[src/rtl/writeback_arbiter_pkg.sv]
// Shared widths, the buffered write record and the output-source select
// used by the writeback arbiter and its completion FIFO.
package writeback_arbiter_pkg;

  localparam int XLEN       = 32;
  localparam int REG_ADDR_W = 5;

  typedef struct packed {
    logic [REG_ADDR_W-1:0] rd;
    logic [XLEN-1:0]       data;
  } wb_entry_t;

  typedef enum logic [1:0] {
    SEL_NONE   = 2'd0,
    SEL_PIPE   = 2'd1,
    SEL_FIFO   = 2'd2,
    SEL_BYPASS = 2'd3
  } wb_sel_e;

endpackage

[src/rtl/wb_fifo.sv]
// Synchronous FIFO of {rd, data} writes; exposes per-slot valid/rd so the
// hazard query can see every buffered destination at once.
module wb_fifo
  import writeback_arbiter_pkg::*;
#(
  parameter int DEPTH = 4
) (
  input  logic                             clk,
  input  logic                             rst,
  input  logic                             push,
  input  wb_entry_t                        push_entry,
  input  logic                             pop,
  output wb_entry_t                        head,
  output logic [$clog2(DEPTH):0]           count,
  output logic [DEPTH-1:0]                 entry_valid,
  output logic [DEPTH-1:0][REG_ADDR_W-1:0] entry_rd
);

  localparam int PTR_W = $clog2(DEPTH);
  localparam int CNT_W = PTR_W + 1;

  wb_entry_t          mem_reg [DEPTH];
  logic [PTR_W-1:0]   wr_ptr_reg;
  logic [PTR_W-1:0]   rd_ptr_reg;
  logic [CNT_W-1:0]   count_reg;

  always_ff @(posedge clk) begin
    if (rst) begin
      wr_ptr_reg <= '0;
      rd_ptr_reg <= '0;
      count_reg  <= '0;
    end else begin
      if (push) wr_ptr_reg <= wr_ptr_reg + 1'b1;
      if (pop)  rd_ptr_reg <= rd_ptr_reg + 1'b1;
      count_reg <= count_reg + CNT_W'(push) - CNT_W'(pop);
    end
  end

  // Storage carries no reset; stale slots are masked by entry_valid.
  always_ff @(posedge clk) begin
    if (push) mem_reg[wr_ptr_reg] <= push_entry;
  end

  assign head  = mem_reg[rd_ptr_reg];
  assign count = count_reg;

  generate
    for (genvar gi = 0; gi < DEPTH; gi++) begin : g_slot
      logic [PTR_W-1:0] offset;
      assign offset          = PTR_W'(gi) - rd_ptr_reg;
      assign entry_valid[gi] = ({1'b0, offset} < count_reg);
      assign entry_rd[gi]    = mem_reg[gi].rd;
    end
  endgenerate

endmodule

[src/rtl/writeback_arbiter.sv]
// Merges MEM/WB retire writes and buffered LSU completions onto the single
// register-file write port, with x0 filtering and a pending-write query.
module writeback_arbiter
  import writeback_arbiter_pkg::*;
#(
  parameter int DEPTH = 4
) (
  input  logic                  clk,
  input  logic                  rst,
  input  logic                  pipe_valid_i,
  input  logic [REG_ADDR_W-1:0] pipe_rd_i,
  input  logic [XLEN-1:0]       pipe_data_i,
  input  logic                  lsu_valid_i,
  output logic                  lsu_ready_o,
  input  logic [REG_ADDR_W-1:0] lsu_rd_i,
  input  logic [XLEN-1:0]       lsu_data_i,
  output logic                  reg_write_o,
  output logic [REG_ADDR_W-1:0] rd_addr_o,
  output logic [XLEN-1:0]       write_data_o,
  output logic [$clog2(DEPTH):0] fifo_count_o,
  input  logic [REG_ADDR_W-1:0] query_addr_i,
  output logic                  query_hit_o
);

  localparam int CNT_W = $clog2(DEPTH) + 1;

  wb_entry_t                        fifo_head;
  wb_entry_t                        lsu_entry;
  logic [CNT_W-1:0]                 fifo_count;
  logic [DEPTH-1:0]                 entry_valid;
  logic [DEPTH-1:0][REG_ADDR_W-1:0] entry_rd;

  logic    pipe_eff, lsu_eff, fifo_empty, push, pop;
  wb_sel_e sel;

  logic                  out_valid_reg;
  logic [REG_ADDR_W-1:0] out_rd_reg;
  logic [XLEN-1:0]       out_data_reg;

  assign lsu_ready_o = (fifo_count < CNT_W'(DEPTH));
  assign pipe_eff    = pipe_valid_i && (pipe_rd_i != '0);
  // x0 LSU completions still handshake but are dropped here.
  assign lsu_eff     = lsu_valid_i && lsu_ready_o && (lsu_rd_i != '0);
  assign fifo_empty  = (fifo_count == '0);
  assign lsu_entry   = '{rd: lsu_rd_i, data: lsu_data_i};

  always_comb begin
    sel = SEL_NONE;
    if (pipe_eff)         sel = SEL_PIPE;
    else if (!fifo_empty) sel = SEL_FIFO;
    else if (lsu_eff)     sel = SEL_BYPASS;
  end

  assign pop  = (sel == SEL_FIFO);
  assign push = lsu_eff && (sel != SEL_BYPASS);

  wb_fifo #(.DEPTH(DEPTH)) u_fifo (
    .clk         (clk),
    .rst         (rst),
    .push        (push),
    .push_entry  (lsu_entry),
    .pop         (pop),
    .head        (fifo_head),
    .count       (fifo_count),
    .entry_valid (entry_valid),
    .entry_rd    (entry_rd)
  );

  always_ff @(posedge clk) begin
    if (rst) begin
      out_valid_reg <= 1'b0;
      out_rd_reg    <= '0;
      out_data_reg  <= '0;
    end else begin
      out_valid_reg <= (sel != SEL_NONE);
      case (sel)
        SEL_PIPE: begin
          out_rd_reg   <= pipe_rd_i;
          out_data_reg <= pipe_data_i;
        end
        SEL_FIFO: begin
          out_rd_reg   <= fifo_head.rd;
          out_data_reg <= fifo_head.data;
        end
        SEL_BYPASS: begin
          out_rd_reg   <= lsu_rd_i;
          out_data_reg <= lsu_data_i;
        end
        default: ;
      endcase
    end
  end

  assign reg_write_o  = out_valid_reg;
  assign rd_addr_o    = out_rd_reg;
  assign write_data_o = out_data_reg;
  assign fifo_count_o = fifo_count;

  always_comb begin
    query_hit_o = out_valid_reg && (out_rd_reg == query_addr_i);
    for (int i = 0; i < DEPTH; i++) begin
      if (entry_valid[i] && (entry_rd[i] == query_addr_i)) query_hit_o = 1'b1;
    end
    if (query_addr_i == '0) query_hit_o = 1'b0;
  end

endmodule

[config.mk]
export PLATFORM = sky130hd
export DESIGN_NAME = writeback_arbiter
export DESIGN_NICKNAME = d
export VERILOG_FILES = /design/src/rtl/writeback_arbiter_pkg.sv /design/src/rtl/wb_fifo.sv /design/src/rtl/writeback_arbiter.sv
export SDC_FILE = /design/constraint.sdc
export NUM_CORES = 1
export LEC_CHECK = 0
export ABC_AREA = 1
export CAP_MARGIN = 30
export CORE_MARGIN = 2
export CORE_UTILIZATION = 55
export DETAILED_ROUTE_END_ITERATION = 8
export PLACE_DENSITY = 0.8
export SETUP_SLACK_MARGIN = 0.1
export SKIP_LAST_GASP = 1
export SYNTH_ARGS = -nofsm -noshare
export SYNTH_HDL_FRONTEND = slang
export SYNTH_SLANG_ARGS = --single-unit
[constraint.sdc]
create_clock -name clk -period 3.6 [get_ports clk]
set_input_delay 0.72 -clock clk [delete_from_list [all_inputs] [get_ports clk]]
set_output_delay 0.72 -clock clk [all_outputs]
set_load 0.01 [all_outputs]
# Yosys cells after proc, flatten, opt, wreduce, memory -nomap -nowiden
# Memories as Yosys holds them, arrays and structs flattened. A register that Yosys moved wholly into a read port is not among the register bits.
# Cells that the tools add are included.
# classes
add_sub_neg,8
order_cmp,5
n_eq_ne,9
muxes,14
reduce_logical,15
# op_table
op,n
$pmux W32 S3,1
$eq A5 B5 Y1,5
$pmux W5 S3,1
$lt A2 B3 Y1,4
$mux W2,5
$reduce_bool A5 Y1,2
$logic_and A1 B1 Y1,9
$mux W1,7
$logic_not A5 Y1,1
$add A2 B1 Y2 const B,2
$eq A2 B2 Y1 const B,2
$sub A1 B2 Y2 const A,2
$sub A2 B2 Y2 const A,2
$add A3 B1 Y3,1
$logic_not A3 Y1,1
$lt A3 B3 Y1 const B,1
$reduce_bool A3 Y1,1
$sub A3 B1 Y3,1
$eq A2 B1 Y1 const B,1
$ne A2 B2 Y1 const B,1
$reduce_bool A2 Y1,1
# totals
reg_bits,45
ram_bits,148
word_cells,58
mem_count,1
# mem_list
name,depth,width,rd,rd_ports_with_merged_regs,wr,line,text
u_fifo.mem_reg,4,37,5,1,1,wb_fifo.sv:22,wb_entry_t mem_reg [DEPTH];

# Logic depth before layout (Yosys ltp)
# Gate-level depths: netlist (run 1).
# logic_depth
word_depth,10
depth_mapped,14

# By module
# From an unflattened synthesis (run 1), not the netlist that was laid out.
# unflattened
hier_cells,957
hier_area_um2,8814.7
# by_module_without_submodules
module,instances,cells_per_inst,area_each_um2,seq_area_each_um2
wb_fifo,1,487,6242.2,4624.4
writeback_arbiter,1,470,2572.5,760.7

# Least setup slack after synthesis (run 1)
# No wires, ideal clock.
# synth_path
kind,input to register
from,input pipe_rd_i[1]
to,"memory u_fifo.mem_reg[0][0] in the netlist's numbering, enable pin"
t_arrival_ns,2.762
path_slack_ns,0.407
path_stages,6
n_path_buf,0
cell_sequence,inv_1 -> nand4_1 -> nand2_2 -> nand2_1 -> nand2_1 -> nor2_1
# synth_between
elab_chain_len,7
# synth_lines
item,line,text
from (decl),writeback_arbiter.sv:11,"input logic [REG_ADDR_W-1:0] pipe_rd_i,"
$reduce_bool A5 Y1,writeback_arbiter.sv:41,assign pipe_eff = pipe_valid_i && (pipe_rd_i != '0);
$logic_and A1 B1 Y1,writeback_arbiter.sv:41,
$mux W2,writeback_arbiter.sv:49,if (pipe_eff) sel = SEL_PIPE;
$ne A2 B2 Y1,writeback_arbiter.sv:55,assign push = lsu_eff && (sel != SEL_BYPASS);
$logic_and A1 B1 Y1,writeback_arbiter.sv:55,
$mux W1,wb_fifo.sv:41,if (push) mem_reg[wr_ptr_reg] <= push_entry;
$mux W1 (not written as such),wb_fifo.sv:41,
to (decl),wb_fifo.sv:22,
# No other way between the ends.

# Final worst setup path (run 1)
# layout_path
from,input query_addr_i[4]
to,output query_hit_o
# layout_between
elab_chain_len,7
elab_cells_between_ends,16
classes_between,eq/ne: 5; mux: 5; reduce/logical: 6
# layout_lines
item,line,text
from (decl),writeback_arbiter.sv:21,"input logic [REG_ADDR_W-1:0] query_addr_i,"
"$eq A5 B5 Y1, on equally long branches","writeback_arbiter.sv:100, writeback_arbiter.sv:102",
"$logic_and A1 B1 Y1, on equally long branches","writeback_arbiter.sv:100, writeback_arbiter.sv:102",
$mux W1 (4 in a row),writeback_arbiter.sv:102,if (entry_valid[i] && (entry_rd[i] == query_addr_i)) query_hit_o = 1'b1;
$mux W1 (*),writeback_arbiter.sv:104,if (query_addr_i == '0) query_hit_o = 1'b0;
to (decl),writeback_arbiter.sv:22,output logic query_hit_o
# Every way passes the cells marked *; elsewhere a longest branch is shown, timed or not.

==> metrics.cfg, run 1 <==
[outcome]
run_status = complete, no violations

[logic_synthesis]
synth_sequential_area_ratio = 0.612
synthesis.instances = 946
avgSynthCellArea_sq_um = 9.30
synth.distinct_cells = 29
synth_area_sq_mm = 0.00879
synth-edff-count = 148
async_reset_ff_frac = 0
synth_ff_type = edfxtp_1
synth-seq-cells = 195
post_synth_main_area_contributors = edfxtp_1 (51%), dfxtp_1 (11%), nor2_1 (8.8%), nand2_1 (6.8%), o21ai_0 (6.7%)
synthDominantAreaCellType = edfxtp_1
synth.yosys.warnings = 0
yosysTopAreaCellShare = 0.505
synthMostInstantiatedCell = nor2_1
synth_commonest_cells = nor2_1 (207), nand2_1 (160), edfxtp_1 (148)
post_synth_net_total = 1040

[drt]
wl_mm = 21.4
drcViolationCount = 0
postRouteAntennaNets = 0
drt_pre_antenna_iters = 5
vias_per_cell = 5.42
detailroute.via_count = 6969
routedWlPerCell_microns = 16.7
dr.first_iter.drc_count = 562

[final_layout]
max_ffs_per_register = 148
net_count_final = 1149
ratio_of_cells_with_drive_above_1_in_the_final_layout = 0.0571
layout.cell_area.non_filler_sq_mm = 0.0108
area_growth_syn_to_layout_pct = 23.3

[timing]
maxClockFrequency_mhz = 304
timing.setup.tns_ns = 0
timing.final.ws_setup_ns = 0.312
tightest_slew_ns = 0.863
setup_repair_after_global_routing_missed_its_margin = no
setup-violations-final = 0
fin_worst_skew_ns = 0.0117
final-hold-violation-count = 0
finalCriticalPeriod_ns = 3.29
fin_crit_sh = 0.913
worst_slew_margin = 0.425
maxSlewViolCount = 0

[worst_setup_path]
worst-r2r-cell-count = 6
timing.reg2reg.setup_slack_ns = 1.20
cp.required_ns = 2.88
timing.critical_path.arrival_ns = 2.57
critical_path.max_fanout = 6
path_class = in -> out
worst_setup_ep_type = output port
regToRegEndpoint = u_fifo.mem_reg[0][8]
reg2reg_from = u_fifo.count[2]
startpoint_type = input pin

[min_path]
holdCritStartpoint = write_data_o[10]
holdPathEnd = write_data_o[10]
timing.hold.worst.class = reg -> reg
hold_depth = 2

[power]
p_leak_nw = 4.27
pwr_density_cell_mw_per_mm2 = 675
vdd_drop_max_v = 0.000399

[clock_tree]
ctsLongestPathBuffers = 2
post_cts_resized = 0
cts-root-buf = clkbuf_16
ctsHoldBuffers = 0
h-tree-depth = 4
clock_latency_ns = 0.44
numCtsBuffers = 17
cts.sinks = 195
clk_pin_slew_worst_paths_ns = 0.07
post-cts-setup-buffer-count = 0
cts_tree = built

[place]
globalplace.congestion = 0.923
preCtsSetupSlack_ns = 0.341
post_dp_cell_area_sq_mm = 0.0103
detailedPlacementHpwl_mm = 13.7
io_buffers = 125

[global_route]
grt_usage = 0.262
grt_overflow_total = 0
grt_pass1_vias = 6569
grt_pass1_wl_mm = 33.6
grt_start_max_net_pins = 83
grt_antenna_before_repair = 1

[run]
max-cap-violations = 0

[floorplan]
ioPinCount = 126
start_util = 0.558
fp.dieH_microns = 130
die_width_microns = 130
coreArea_sq_mm = 0.0158
row_count = 46
die-area_sq_mm = 0.0170

[worst max-delay path, stage by stage]
cell	delay (ns)
clkdlybuf4s50_1	0.55
xor2_1	0.20
nor2_1	0.18
nand2_1	0.07
nor2_1	0.09
nor2_1	0.05
a21oi_1	0.15
clkdlybuf4s50_1	0.55
[report_power, final]
| group | leakage (nW) | switching [mW] | internal [mW] |
|---|---|---|---|
| sequential | 1.74 | 0.189 | 2.79 |
| combinational | 2.27 | 1.56 | 0.975 |
| clock | 0.264 | 0.791 | 1.02 |
| total | 4.27 | 2.54 | 4.78 |
[stage by stage]
step / utilization / total power, mW / std cells / hold slack, ns
after floorplan: - / 4.58 / 946 / 0.473
after global placement: 0.650 / 5.45 / 1250 / 0.470
after detailed placement: 0.652 / 5.55 / 1252 / 0.480
after CTS: 0.687 / 7.36 / 1284 / 0.491
after global routing: 0.687 / 7.75 / 1284 / 0.520
final: 0.687 / 7.32 / 1285 / 0.489
[cells by family after synthesis]
group           count (synthesis)  synth area share
xor+xnor                       18            0.0179
buf+inv                       118            0.0553
fa+ha+maj                      11            0.0165
compound gates                156            0.0921
simple gates                  448             0.206
flops                         195             0.612
[how the worst max path moves through the flow]
| stage | cells after the start | endpoint | startpoint |
|---|---|---|---|
| after floorplan | 6 | u_fifo.mem_reg[0][0] | pipe_rd_i[1] |
| after CTS | 9 | query_hit_o | u_fifo.rd_ptr_reg[0] |
| after global routing | 10 | query_hit_o | query_addr_i[2] |
| after detailed placement | 10 | query_hit_o | query_addr_i[1] |
| after global placement | 10 | query_hit_o | query_addr_i[0] |
| final | 8 | query_hit_o | query_addr_i[4] |
[per-layer routing]
metal | vias to the layer above | GRT usage | part of all wire
met2 | 250 | 0.457 | 0.50
met1 | 3313 | 0.327 | 0.41
met4 | 0 | 0.0926 | 0.021
li1 | 3371 | - | -
met5 | - | 0 | 0
met3 | 35 | 0.0542 | 0.068
[area by class of cell]
class / instances / area [sq um]
antenna: 1 / 2.50
clock buffer: 21 / 440
clock inverter: 11 / 115
fill: 1225 / 4930
inverter: 63 / 236
multi-input combinational: 633 / 2950
sequential: 195 / 5390
tap: 216 / 270
timing repair buffer: 145 / 1440
[cells in the final DEF (no fill, tap or decap), types with 5 or more instances in the layout]
cell type	count
xor2_1	7
edfxtp_1	148
nor2_1	203
o21ai_1	14
ha_1	10
o21ai_0	117
o211ai_1	10
a21oi_1	13
nand2_1	160
dfxtp_1	46
clkdlybuf4s50_1	125
xnor2_1	11
buf_4	17
nand3_1	74
clkbuf_16	17
nor2_4	5
inv_1	59
Power figures use the tool's default switching activity.
==> inputs of run 2 (changes only) <==
- CORE_UTILIZATION: 55 -> 49
- PLACE_DENSITY: 0.8 -> 0.76
- clock period: 3.6 -> 3 ns (I/O delays scaled with it)
==> run 2 against run 1 <==
  * Count of clock-buffer cells in the layout fell by 1
  * Sequential share of layout area fell by 1.0 points
  * Power rose by 22%
  * Via count fell by 1.7%
  * Design area rose by 2.2%
  * Clock skew fell by 0.0048 ns
  * First-iteration DRC count fell by 12%
  * Critical endpoint unchanged
  * Largest power group unchanged
==> metrics.cfg, run 2 (synthesized netlist as in run 1, its figures left out) <==
[clock_tree]
cts-root-buf = clkbuf_16
h-tree-depth = 4
cts.sinks = 195
clock_latency_ns = 0.43
ctsLongestPathBuffers = 2
numCtsBuffers = 17
clk_pin_slew_worst_paths_ns = 0.06
cts_tree = built

[run]
max-cap-violations = 0

[final_layout]
max_ffs_per_register = 148
insertedDiodeCount = 0
net_count_final = 1162
layout.cells.most_common = nor2_1
layout.cells.most_common_list = nor2_1 (203), nand2_1 (160), edfxtp_1 (148)
fillers = 1404
area_growth_syn_to_layout_pct = 26.0
ratio_of_cells_with_drive_above_1_in_the_final_layout = 0.0749

[drt]
wl_mm = 21.1
routedWlPerCell_microns = 16.2
postRouteAntennaNets = 0
drt_pre_antenna_iters = 5
vias_per_cell = 5.24
dr.first_iter.drc_count = 496
detailroute.via_count = 6848
drcViolationCount = 0

[timing]
worst_slew_margin = 0.620
maxClockFrequency_mhz = 365
fin_worst_skew_ns = 0.00693
maxSlewViolCount = 0
setup_repair_after_global_routing_missed_its_margin = no
setup-violations-final = 0
fin_crit_sh = 0.914
timing.final.ws_setup_ns = 0.259
final-hold-violation-count = 0
tightest_slew_ns = 0.569
finalCriticalPeriod_ns = 2.74

[floorplan]
ioPinCount = 126
die-area_sq_mm = 0.0190
die_width_microns = 138
coreArea_sq_mm = 0.0174
fp.dieH_microns = 138
row_count = 48
start_util = 0.505

[worst_setup_path]
cpPeakStageDelay_ns = 0.56
worst_setup_ep_type = output port
path_class = in -> out
cp_common_cell = nand2_1
startpoint_type = input pin
cells_along_the_critical_path = clkdlybuf4s50_1 > buf_4 > xnor2_1 > nand2_1 > nor2_1 > nand2_1 > nand2_1 > nor2_1 > a21oi_1 > dlygate4sd2_1
critical_path.max_fanout = 4
critPathSlowestCell = clkdlybuf4s50_1
timing.critical_path.arrival_ns = 2.14
cp.required_ns = 2.40

[global_route]
grt_usage = 0.231
grt_antenna_before_repair = 0
grt_pass1_wl_mm = 33.0
grt_pass1_vias = 6494
grt_start_max_net_pins = 84
grt_overflow_total = 0

[place]
globalplace.congestion = 0.871
detailedPlacementHpwl_mm = 13.5
io_buffers = 125
preCtsSetupSlack_ns = -0.0536

[power]
vdd_drop_max_v = 0.000530
pwr_density_cell_mw_per_mm2 = 806
power.total_mw = 8.93
p_leak_nw = 4.39

[min_path]
timing.hold.worst.class = reg -> reg

[outcome]
run_status = complete, no violations

==> run 2: timing repair <==
item / in CTS / in global routing
gates resized for setup: 5 / 1
hold buffers: 0 / 0
pin swaps: 1 / 0
setup buffers: 1 / 0
gates cloned: 0 / 0
endpoints found under the setup margin: 1 / 1
==> run 2: routing by layer <==
metal,vias up,routed length [microns],global-route usage
li1,3395,-,-
met1,3192,8930,0.292
met2,236,10300,0.394
met3,25,1650,0.0607
met4,0,276,0.0658
met5,-,0,0
==> run 2: worst max-delay path: cells and delay by family <==
| kind | cells | cell delay [ns] |
|---|---|---|
| buf+inv | 3 | 0.98 |
| simple gates | 5 | 0.35 |
| xor+xnor | 1 | 0.10 |
| compound gates | 1 | 0.10 |
==> run 2: per-stage QoR <==
stage | util | hold WS (ns) | cells | setup TNS [ns] | cell area (sq um)
floorplan | - | 0.473 | 946 | -10.85 | 8790
global placement | 0.602 | 0.439 | 1273 | -0.0383 | 10500
detailed placement | 0.602 | 0.448 | 1273 | -0.0536 | 10500
CTS | 0.636 | 0.459 | 1306 | 0 | 11100
global route | 0.636 | 0.475 | 1306 | 0 | 11100
finish | 0.636 | 0.457 | 1306 | 0 | 11100
==> run 2: layout make-up <==
class / count / area [sq um] / share of cell area
Inverter: 63 / 236 / 0.0213
Clock inverter: 12 / 130 / 0.0117
Timing Repair Buffer: 158 / 1630 / 0.148
Multi-Input combinational cell: 633 / 2960 / 0.267
Sequential cell: 195 / 5390 / 0.487
Clock buffer: 20 / 447 / 0.0403
Tap cell: 225 / 282 / 0.0254
==> run 2: final timing paths <==
kind	slack, ns	depth (start not counted)	startpoint	to
max	0.26	10	query_addr_i[2]	query_hit_o
min	0.46	2	write_data_o[10]	write_data_o[10]
max reg2reg	0.89	10	u_fifo.count[0]	u_fifo.count[2]
min reg2reg	0.46	2	write_data_o[10]	write_data_o[10]
==> run 2: power breakdown <==
part | internal (mW) | leakage [nW] | switching, mW | total (mW)
Clock | 1.25 | 0.281 | 0.949 | 2.20
Sequential | 3.35 | 1.74 | 0.225 | 3.58
Combinational | 1.28 | 2.37 | 1.88 | 3.16
Total | 5.88 | 4.39 | 3.05 | 8.93
